`src/rtl/add_sub_pkg.sv`:
```
// Shared opcode definitions for the add/subtract/accumulate block.
package add_sub_pkg;

   localparam int OP_WIDTH = 3;

   typedef enum logic [OP_WIDTH-1:0] {
      ADD     = 3'd0,
      SUB     = 3'd1,
      ACC_ADD = 3'd2,
      ACC_SUB = 3'd3,
      ACC_CLR = 3'd4
   } op_e;

endpackage

```
`src/rtl/add_sub_acc_if.sv`:
```
// Request/response bus of add_sub_acc: valid/ready in both directions plus flags and counter.
interface add_sub_acc_if
   import add_sub_pkg::*;
#(
   parameter int DATA_WIDTH = 4,
   parameter int ACC_WIDTH  = DATA_WIDTH + 4,
   parameter int CNT_WIDTH  = 16
);

   logic                  en;
   logic                  in_valid;
   logic                  in_ready;
   logic [OP_WIDTH-1:0]   op;
   logic [DATA_WIDTH-1:0] data1;
   logic [DATA_WIDTH-1:0] data2;
   logic                  out_valid;
   logic                  out_ready;
   logic [ACC_WIDTH-1:0]  data_out;
   logic                  flag_carry;
   logic                  flag_zero;
   logic                  flag_err;
   logic [CNT_WIDTH-1:0]  op_count;

   modport master (
      output en, in_valid, op, data1, data2, out_ready,
      input  in_ready, out_valid, data_out, flag_carry, flag_zero, flag_err, op_count
   );

   modport slave (
      input  en, in_valid, op, data1, data2, out_ready,
      output in_ready, out_valid, data_out, flag_carry, flag_zero, flag_err, op_count
   );

endinterface

```
`src/rtl/add_sub_core.sv`:
```
// Combinational datapath: operand add/sub, accumulator update with wrap or clamp, result flags.
module add_sub_core
   import add_sub_pkg::*;
#(
   parameter int DATA_WIDTH = 4,
   parameter int ACC_WIDTH  = DATA_WIDTH + 4,
   parameter int SATURATE   = 0
) (
   input  logic [OP_WIDTH-1:0]   op_i,
   input  logic [DATA_WIDTH-1:0] data1_i,
   input  logic [DATA_WIDTH-1:0] data2_i,
   input  logic [ACC_WIDTH-1:0]  acc_i,
   output logic [ACC_WIDTH-1:0]  res_o,
   output logic [ACC_WIDTH-1:0]  acc_o,
   output logic                  acc_we_o,
   output logic                  carry_o,
   output logic                  zero_o,
   output logic                  err_o
);

   localparam int EW = ACC_WIDTH + 1;

   logic [DATA_WIDTH:0] sum;
   logic [DATA_WIDTH:0] diff;
   logic [ACC_WIDTH:0]  acc_up;
   logic [ACC_WIDTH:0]  acc_dn;
   logic [ACC_WIDTH-1:0] acc_nxt;

   // Bit ACC_WIDTH of the extended result flags overflow (up) or underflow (down).
   function automatic logic [ACC_WIDTH-1:0] clamp(input logic [ACC_WIDTH:0] ext, input logic up);
      if ((SATURATE != 0) && ext[ACC_WIDTH])
         return {ACC_WIDTH{up}};
      return ext[ACC_WIDTH-1:0];
   endfunction

   assign sum    = {1'b0, data1_i} + {1'b0, data2_i};
   assign diff   = {1'b0, data1_i} - {1'b0, data2_i};
   assign acc_up = {1'b0, acc_i} + EW'(data1_i);
   assign acc_dn = {1'b0, acc_i} - EW'(data1_i);

   always_comb begin
      res_o    = '0;
      acc_nxt  = acc_i;
      acc_we_o = 1'b0;
      carry_o  = 1'b0;
      err_o    = 1'b0;
      case (op_i)
         ADD: begin
            res_o   = ACC_WIDTH'(sum);
            carry_o = sum[DATA_WIDTH];
         end
         SUB: begin
            res_o   = ACC_WIDTH'(diff);
            carry_o = diff[DATA_WIDTH];
         end
         ACC_ADD: begin
            acc_nxt  = clamp(acc_up, 1'b1);
            acc_we_o = 1'b1;
            res_o    = acc_nxt;
            carry_o  = acc_up[ACC_WIDTH];
         end
         ACC_SUB: begin
            acc_nxt  = clamp(acc_dn, 1'b0);
            acc_we_o = 1'b1;
            res_o    = acc_nxt;
            carry_o  = acc_dn[ACC_WIDTH];
         end
         ACC_CLR: begin
            acc_nxt  = '0;
            acc_we_o = 1'b1;
         end
         default: err_o = 1'b1;
      endcase
   end

   assign acc_o  = acc_nxt;
   assign zero_o = (res_o == '0);

endmodule

```
`src/rtl/add_sub_acc.sv`:
```
// Handshaked add/subtract/accumulate unit: one-deep output register, accumulator and op counter.
module add_sub_acc
   import add_sub_pkg::*;
#(
   parameter int DATA_WIDTH = 4,
   parameter int ACC_WIDTH  = DATA_WIDTH + 4,
   parameter int SATURATE   = 0,
   parameter int CNT_WIDTH  = 16
) (
   input  logic          clk,
   input  logic          rst,
   add_sub_acc_if.slave  bus
);

   logic                 out_valid_q, out_valid_d;
   logic [ACC_WIDTH-1:0] data_q, data_d;
   logic                 carry_q, carry_d;
   logic                 zero_q, zero_d;
   logic                 err_q, err_d;
   logic [ACC_WIDTH-1:0] acc_q, acc_d;
   logic [CNT_WIDTH-1:0] cnt_q, cnt_d;

   logic [ACC_WIDTH-1:0] core_res;
   logic [ACC_WIDTH-1:0] core_acc;
   logic                 core_acc_we;
   logic                 core_carry;
   logic                 core_zero;
   logic                 core_err;
   logic                 in_ready;
   logic                 accept;

   add_sub_core #(
      .DATA_WIDTH (DATA_WIDTH),
      .ACC_WIDTH  (ACC_WIDTH),
      .SATURATE   (SATURATE)
   ) u_core (
      .op_i     (bus.op),
      .data1_i  (bus.data1),
      .data2_i  (bus.data2),
      .acc_i    (acc_q),
      .res_o    (core_res),
      .acc_o    (core_acc),
      .acc_we_o (core_acc_we),
      .carry_o  (core_carry),
      .zero_o   (core_zero),
      .err_o    (core_err)
   );

   // The output register frees up in the same cycle it drains, giving full throughput.
   assign in_ready = bus.en && !rst && (!out_valid_q || bus.out_ready);
   assign accept   = bus.in_valid && in_ready;

   always_comb begin
      out_valid_d = out_valid_q;
      data_d      = data_q;
      carry_d     = carry_q;
      zero_d      = zero_q;
      err_d       = err_q;
      acc_d       = acc_q;
      cnt_d       = cnt_q;
      if (accept) begin
         out_valid_d = 1'b1;
         data_d      = core_res;
         carry_d     = core_carry;
         zero_d      = core_zero;
         err_d       = core_err;
         acc_d       = core_acc_we ? core_acc : acc_q;
         cnt_d       = cnt_q + CNT_WIDTH'(1);
      end else if (bus.out_ready) begin
         out_valid_d = 1'b0;
      end
   end

   // ---- output / state register stage ----
   always_ff @(posedge clk or posedge rst) begin
      if (rst) begin
         out_valid_q <= 1'b0;
         data_q      <= '0;
         carry_q     <= 1'b0;
         zero_q      <= 1'b0;
         err_q       <= 1'b0;
         acc_q       <= '0;
         cnt_q       <= '0;
      end else begin
         out_valid_q <= out_valid_d;
         data_q      <= data_d;
         carry_q     <= carry_d;
         zero_q      <= zero_d;
         err_q       <= err_d;
         acc_q       <= acc_d;
         cnt_q       <= cnt_d;
      end
   end

   assign bus.in_ready   = in_ready;
   assign bus.out_valid  = out_valid_q;
   assign bus.data_out   = data_q;
   assign bus.flag_carry = carry_q;
   assign bus.flag_zero  = zero_q;
   assign bus.flag_err   = err_q;
   assign bus.op_count   = cnt_q;

endmodule

```
`src/flat_wrapper.sv`:
```
// flat-port wrapper written by rule: the top's interface ports become plain ports
module add_sub_acc_flat import add_sub_pkg::*;
#(
   parameter int DATA_WIDTH = 4,
   parameter int ACC_WIDTH  = DATA_WIDTH + 4,
   parameter int SATURATE   = 0,
   parameter int CNT_WIDTH  = 16
)
  (clk, rst, bus_en, bus_in_valid, bus_op, bus_data1, bus_data2, bus_out_ready, bus_in_ready, bus_out_valid, bus_data_out, bus_flag_carry, bus_flag_zero, bus_flag_err, bus_op_count);
  add_sub_acc_if #(.DATA_WIDTH(DATA_WIDTH), .ACC_WIDTH(ACC_WIDTH), .CNT_WIDTH(CNT_WIDTH)) bus_i ();
  input  logic clk;
  input  logic rst;
  input wire logic [$bits(bus_i.en)-1:0] bus_en;
  input wire logic [$bits(bus_i.in_valid)-1:0] bus_in_valid;
  input wire logic [$bits(bus_i.op)-1:0] bus_op;
  input wire logic [$bits(bus_i.data1)-1:0] bus_data1;
  input wire logic [$bits(bus_i.data2)-1:0] bus_data2;
  input wire logic [$bits(bus_i.out_ready)-1:0] bus_out_ready;
  output wire logic [$bits(bus_i.in_ready)-1:0] bus_in_ready;
  output wire logic [$bits(bus_i.out_valid)-1:0] bus_out_valid;
  output wire logic [$bits(bus_i.data_out)-1:0] bus_data_out;
  output wire logic [$bits(bus_i.flag_carry)-1:0] bus_flag_carry;
  output wire logic [$bits(bus_i.flag_zero)-1:0] bus_flag_zero;
  output wire logic [$bits(bus_i.flag_err)-1:0] bus_flag_err;
  output wire logic [$bits(bus_i.op_count)-1:0] bus_op_count;
  assign bus_i.en = bus_en;
  assign bus_i.in_valid = bus_in_valid;
  assign bus_i.op = bus_op;
  assign bus_i.data1 = bus_data1;
  assign bus_i.data2 = bus_data2;
  assign bus_i.out_ready = bus_out_ready;
  assign bus_in_ready = bus_i.in_ready;
  assign bus_out_valid = bus_i.out_valid;
  assign bus_data_out = bus_i.data_out;
  assign bus_flag_carry = bus_i.flag_carry;
  assign bus_flag_zero = bus_i.flag_zero;
  assign bus_flag_err = bus_i.flag_err;
  assign bus_op_count = bus_i.op_count;
  add_sub_acc #(.DATA_WIDTH(DATA_WIDTH), .ACC_WIDTH(ACC_WIDTH), .SATURATE(SATURATE), .CNT_WIDTH(CNT_WIDTH)) u_core (.clk(clk), .rst(rst), .bus(bus_i));
endmodule
```
`config.mk`:
```
export PLATFORM = sky130hd
export DESIGN_NAME = add_sub_acc_flat
export DESIGN_NICKNAME = d
export VERILOG_FILES = /design/src/rtl/add_sub_pkg.sv /design/src/rtl/add_sub_acc_if.sv /design/src/rtl/add_sub_core.sv /design/src/rtl/add_sub_acc.sv /design/src/flat_wrapper.sv
export SDC_FILE = /design/constraint.sdc
export NUM_CORES = 1
export LEC_CHECK = 0
export CAP_MARGIN = 20
export CORE_MARGIN = 2
export CORE_UTILIZATION = 54
export CTS_CLUSTER_SIZE = 20
export DETAILED_ROUTE_END_ITERATION = 7
export HOLD_SLACK_MARGIN = 0.02
export PLACE_DENSITY = 0.81
export SLEW_MARGIN = 25
export SYNTH_ARGS = -nofsm -noshare
export SYNTH_HDL_FRONTEND = slang
export SYNTH_SLANG_ARGS = --single-unit
```
`constraint.sdc`:
```
create_clock -name clk -period 6.7 [get_ports clk]
set_clock_uncertainty 0.15 [all_clocks]
set_input_delay 1.34 -clock clk [delete_from_list [all_inputs] [get_ports clk]]
set_output_delay 1.34 -clock clk [all_outputs]
set_load 0.02 [all_outputs]
```
After elaboration in Yosys (flattened, before gate mapping)

Index checks and enable logic that the tools add are counted.

Input port bits: 16
Flip-flop bits (word level): 36
Logic and storage cells: 36

Equality and inequality tests: 4
Add/sub/neg operators: 5
Reductions and logical operators: 13
Multiplexer cells: 7

Operators with widths:

| kind                    | number |
|---|---|
| $pmux W8 S4             | 1 |
| $pmux W8 S3             | 1 |
| $add A16 B1 Y16 const B | 1 |
| $add A8 B4 Y9           | 1 |
| $sub A8 B4 Y9           | 1 |
| $logic_not A8 Y1        | 1 |
| $eq A3 B2 Y1 const B    | 2 |
| $add A4 B4 Y5           | 1 |
| $reduce_or A5 Y1        | 1 |
| $sub A4 B4 Y5           | 1 |
| $mux W1                 | 4 |
| $pmux W1 S4             | 1 |
| $eq A3 B1 Y1 const B    | 1 |
| $eq A3 B3 Y1 const B    | 1 |
| $logic_and A1 B1 Y1     | 3 |
| $logic_not A3 Y1        | 1 |
| $reduce_and A3 Y1       | 1 |
| $reduce_bool A3 Y1      | 1 |
| $reduce_or A3 Y1        | 1 |
| $logic_not A1 Y1        | 2 |
| $reduce_bool A2 Y1      | 1 |
| $logic_or A1 B1 Y1      | 1 |

Depth between registers and ports, before layout

Depth after elaboration: 5
Gate-level depth with buffers: 9
Mapped depth without buffers: 9

Modules after synthesis

A second synthesis with hierarchy kept.

Cell total of the unflattened synthesis: 240
Area total of the unflattened synthesis: 2,494.9 um2

By module, submodules not included:

| module       | area each (um2) | seq. area each (um2) | times used | cells an instance |
|---|---|---|---|---|
| add_sub_acc  | 1,500.2         | 900.9                | 1          | 106 |
| add_sub_core | 994.7           | 0.0                  | 1          | 134 |

Least setup slack after synthesis

OpenSTA, ideal clock, no wires.

Kind: input-to-reg
From: input rst
To: register u_core.acc_q[5]
Arrival: 3,006 ps
Data required time: 6,417 ps
Library setup time: 133 ps
Stages on the path: 6
Setup slack: 3,411 ps
Buffers on the path: 0
Cell sequence: inv_1 nand4_1 a21oi_1 o221ai_1 nand2_1 o31ai_1

Cells in the longest elaborated chain, start to end: 5

Ends and longest elaborated chain:

| what                             | RTL line           | source |
|---|---|---|
| start: declaration               | flat_wrapper.sv:12 | `input logic rst;` |
| $logic_not A1 Y1                 | add_sub_acc.sv:50  | `assign in_ready = bus.en && !rst && (!out_valid_q \|\| bus.out_ready);` |
| $logic_and A1 B1 Y1 (2 in a row) | add_sub_acc.sv:50  |  |
| $logic_and A1 B1 Y1              | add_sub_acc.sv:51  | `assign accept = bus.in_valid && in_ready;` |
| $reduce_and A3 Y1 (no line)      | n/a                |  |
| end signal: assignment           | add_sub_acc.sv:82  | `acc_q <= '0;` |
| end signal: assignment           | add_sub_acc.sv:90  | `acc_q <= acc_d;` |
| end: declaration                 | add_sub_acc.sv:20  | `logic [ACC_WIDTH-1:0] acc_q, acc_d;` |

No other way between the ends.
A chain may end at the register's enable or synchronous reset.

Worst setup path after layout

Same ends and word-level chain as after synthesis.

==> metrics.md <==
| Metric | Value |
|---|---|
| Status | `complete, no violations` |
| Core Util, Final | `0.669` |
| Detail Route Antenna Nets | `0` |
| Core area | `~0.0047 mm²` |
| HPWL Detailed | `between 4000 and 5000 µm` |
| Ys flop type | `dfrtp_1` |
| Slew Viols, Final | `0` |
| Vias per inst | `5.93` |
| Ranking of synthesized cells by area | `dfrtp_1 35%, ha_1 8.3%, nand2_1 5.6%` |
| Post-Syn Instances | `282` |
| Sink Count | `36` |
| Initial antenna violation count | `0` |
| CTS Buffer Depth | `2` |
| DRT Pass-1 Iters | `4` |
| Max-Cap Viols | `0` |
| Inserted Clock Buffers | `5` |
| Syn Nets | `between 300 and 400` |
| Post-synth EDFFs | `0` |
| Most common cell after layout, fill and taps aside | `clkdlybuf4s50_1` |
| Fin crit share | `0.625` |
| Slowest stage cell on the critical path | `a21oi_1` |
| Nets | `358` |
| Sequential share of the synthesized area | `0.351` |
| First-pass GRT wire length | `10,100 µm` |
| Worst slack, placed | `2.23 ns` |
| Post_cts resized | `0` |
| Vias in the first global route | `between 2,000 and 2,500` |
| Crit start category | `primary input` |
| Later-pin clock latency in the skew report | `approximately 0.29 ns` |
| FFs w/ async S/R, synth | `1.00` |
| Root Driver | `clkbuf_8` |
| Pleak | `~0.0013 µW` |
| Post-synth top area cell | `dfrtp_1` |
| Final worst slack | `2.51 ns` |
| Power per cell area | `281 mW/mm²` |
| Area delta synth->final | `21.3%` |
| Setup Buffers After CTS | `0` |
| CTS tree | `yes` |
| DR WL/cell | `15.5 µm` |
| Synth Register Bits | `36` |
| CP Class | `primary input to register` |
| Synth warn | `0` |
| CP max FO | `37` |
| Buffers plus inverters on the worst setup path | `3` |
| Slew @ Worst Pin | `0.842 ns` |
| Final setup TNS | `0 ns` |
| Critical Path AT | `between 4 and 5 ns` |
| Detailed Route Iter0 Violations | `137` |
| Tightest Hold Check Type | `register to register` |
| Gr usage total | `0.249` |
| Critical Path End Type | `register` |
| Top-area cell type share of the netlist area | `0.351` |
| Initial Utilization | `0.551` |
| Synth Area per Inst | `9.11 µm²` |
| Die X | `73.0 µm` |
| Overflow after GRT | `0` |
| Clock slew at reported path FFs | `0.07 ns` |
| Finished Layout Cells | `376` |
| Cell chain of the critical path | `clkdlybuf4s50_1, inv_1, buf_4, nand4_1, a21oi_1, o221ai_1, nand2_1, o31ai_1` |
| Slew headroom | `0.436` |
| Setup violators final | `0` |
| ANT cells | `0` |
| Worst R2R Path Depth | `9` |
| Max IR drop VDD | `roughly 0.22 mV` |
| H-tree Lvls | `2` |
| Hold violation count in the final report | `0` |
| Minimum clock period | `4.19 ns` |
| DRC | `0` |
| Site Rows | `25` |
| Fmax | `0.239 GHz` |
| Placed Cells | `368` |
| Worst stage delay on the critical path | `0.82 ns` |
| Worst path depth | `8` |
| RSZ-0062 raised after global routing | `false` |
| Number of distinct library cells after synthesis | `between 50 and 60` |
| DIE HEIGHT | `73.0 µm` |
| Worst endpoint required time | `6.72 ns` |
| IO buf count | `44` |
| I/O pin count | `45` |
| Die area | `0.00532 mm²` |
| Share of post-route cells with drive strength above 1 | `0.0621` |
| GP Congestion | `0.860` |
| Vias | `2,228` |
| Routed WL | `5810 µm` |
| Most frequent cells in the layout | `44 x clkdlybuf4s50_1, 38 x nand2_1, 36 x dfrtp_1` |
| Hold-fix buffers at CTS | `0` |
| Largest net degree at the start of global routing | `38` |
| Critical path's top delay family | `compound AO/OA/AOI/OAI gates` |
| Hold path depth | `1` |
| Synth Cell Area | `between 0.002 and 0.003 mm²` |
==> state kept, by name, indices dropped and copies added, names as in the netlist <==
register               count
u_core.bus.op_count       16
u_core.bus.flag_zero       1
u_core.bus.data_out        8
u_core.bus.flag_err        1
u_core.bus.flag_carry      1
u_core.bus.out_valid       1
u_core.acc_q               8
==> synthesized netlist by cell type (5+ instances only) <==
library cell	count
nand2_1	38
dfrtp_1	36
ha_1	17
nor2_1	16
inv_1	15
xnor2_1	15
o21ai_0	14
a21oi_1	12
clkbuf_1	8
nor2b_1	8
nand3_1	7
o21ai_1	7
nand4_1	6
nor3_1	6
xor2_1	6
o211ai_1	5
==> through the flow <==
stage	cell area (µm²)	hold slack (ns)	total power, µW
floorplan	2570	0.319	594
global placement	3020	0.311	702
detailed placement	3020	0.315	716
CTS	3120	0.325	875
global route	3120	0.337	937
finish	3120	0.322	875
==> final timing paths <==
path                                    startpoint                 endpoint  slack [ns]
min in group asynchronous                      rst   u_core.bus.data_out[3]        1.33
max                                            rst          u_core.acc_q[5]        2.51
max in group asynchronous                      rst  u_core.bus.op_count[14]        4.75
min reg2reg                u_core.bus.op_count[15]  u_core.bus.op_count[15]        0.32
min                        u_core.bus.op_count[15]  u_core.bus.op_count[15]        0.32
max reg2reg                        u_core.acc_q[0]     u_core.bus.flag_zero        4.05
==> where the power goes <==
group	total, µW	internal [µW]	switching (µW)
clock	160	83.5	76.7
sequential	309	259	50.0
combinational	405	184	222
==> worst reg2reg max path, stage by stage, from the launching register on <==
cell and delay, ns:
dfrtp_1 0.40, inv_1 0.06, ha_1 0.24, fa_1 0.46, nor2b_1 0.14, o21a_1 0.20, or3_1 0.13, a21oi_1 0.09
a211o_1 0.33, o41ai_1 0.34
==> logic make-up (layout without fill, tap and decap cells) <==
logic type	count (synthesis)	in the layout	share of synthesized area
DFF	36	36	0.351
AOI/OAI and AO/OA	71	71	0.200
xor gates and xnor gates	21	21	0.0716
muxes	6	6	0.0312
and+or+nand+nor	98	98	0.185
adders and majority gates	21	21	0.114
buffers and inverters	29	69	0.0472
==> routing by layer <==
| metal | part of all wire | up-vias | track usage | wire (µm) |
|---|---|---|---|---|
| met2 | 0.46 | 91 | 0.388 | 2670 |
| li1 | - | 1078 | - | - |
| met3 | 0.073 | 5 | 0.0497 | 423 |
| met5 | 0 | - | 0 | 0 |
| met1 | 0.46 | 1054 | 0.349 | 2650 |
| met4 | 0.012 | 0 | 0.0844 | 70 |
==> layout make-up <==
type / count / area [µm²]
Multi-Input combinational cell: 217 / 1550
Fill cell: 377 / 1540
Sequential cell: 36 / 901
Timing Repair Buffer: 45 / 448
Clock buffer: 7 / 86.3
Tap cell: 54 / 67.6
Inverter: 16 / 60.1
Clock inverter: 1 / 7.51
Power figures use the tool's default switching activity.
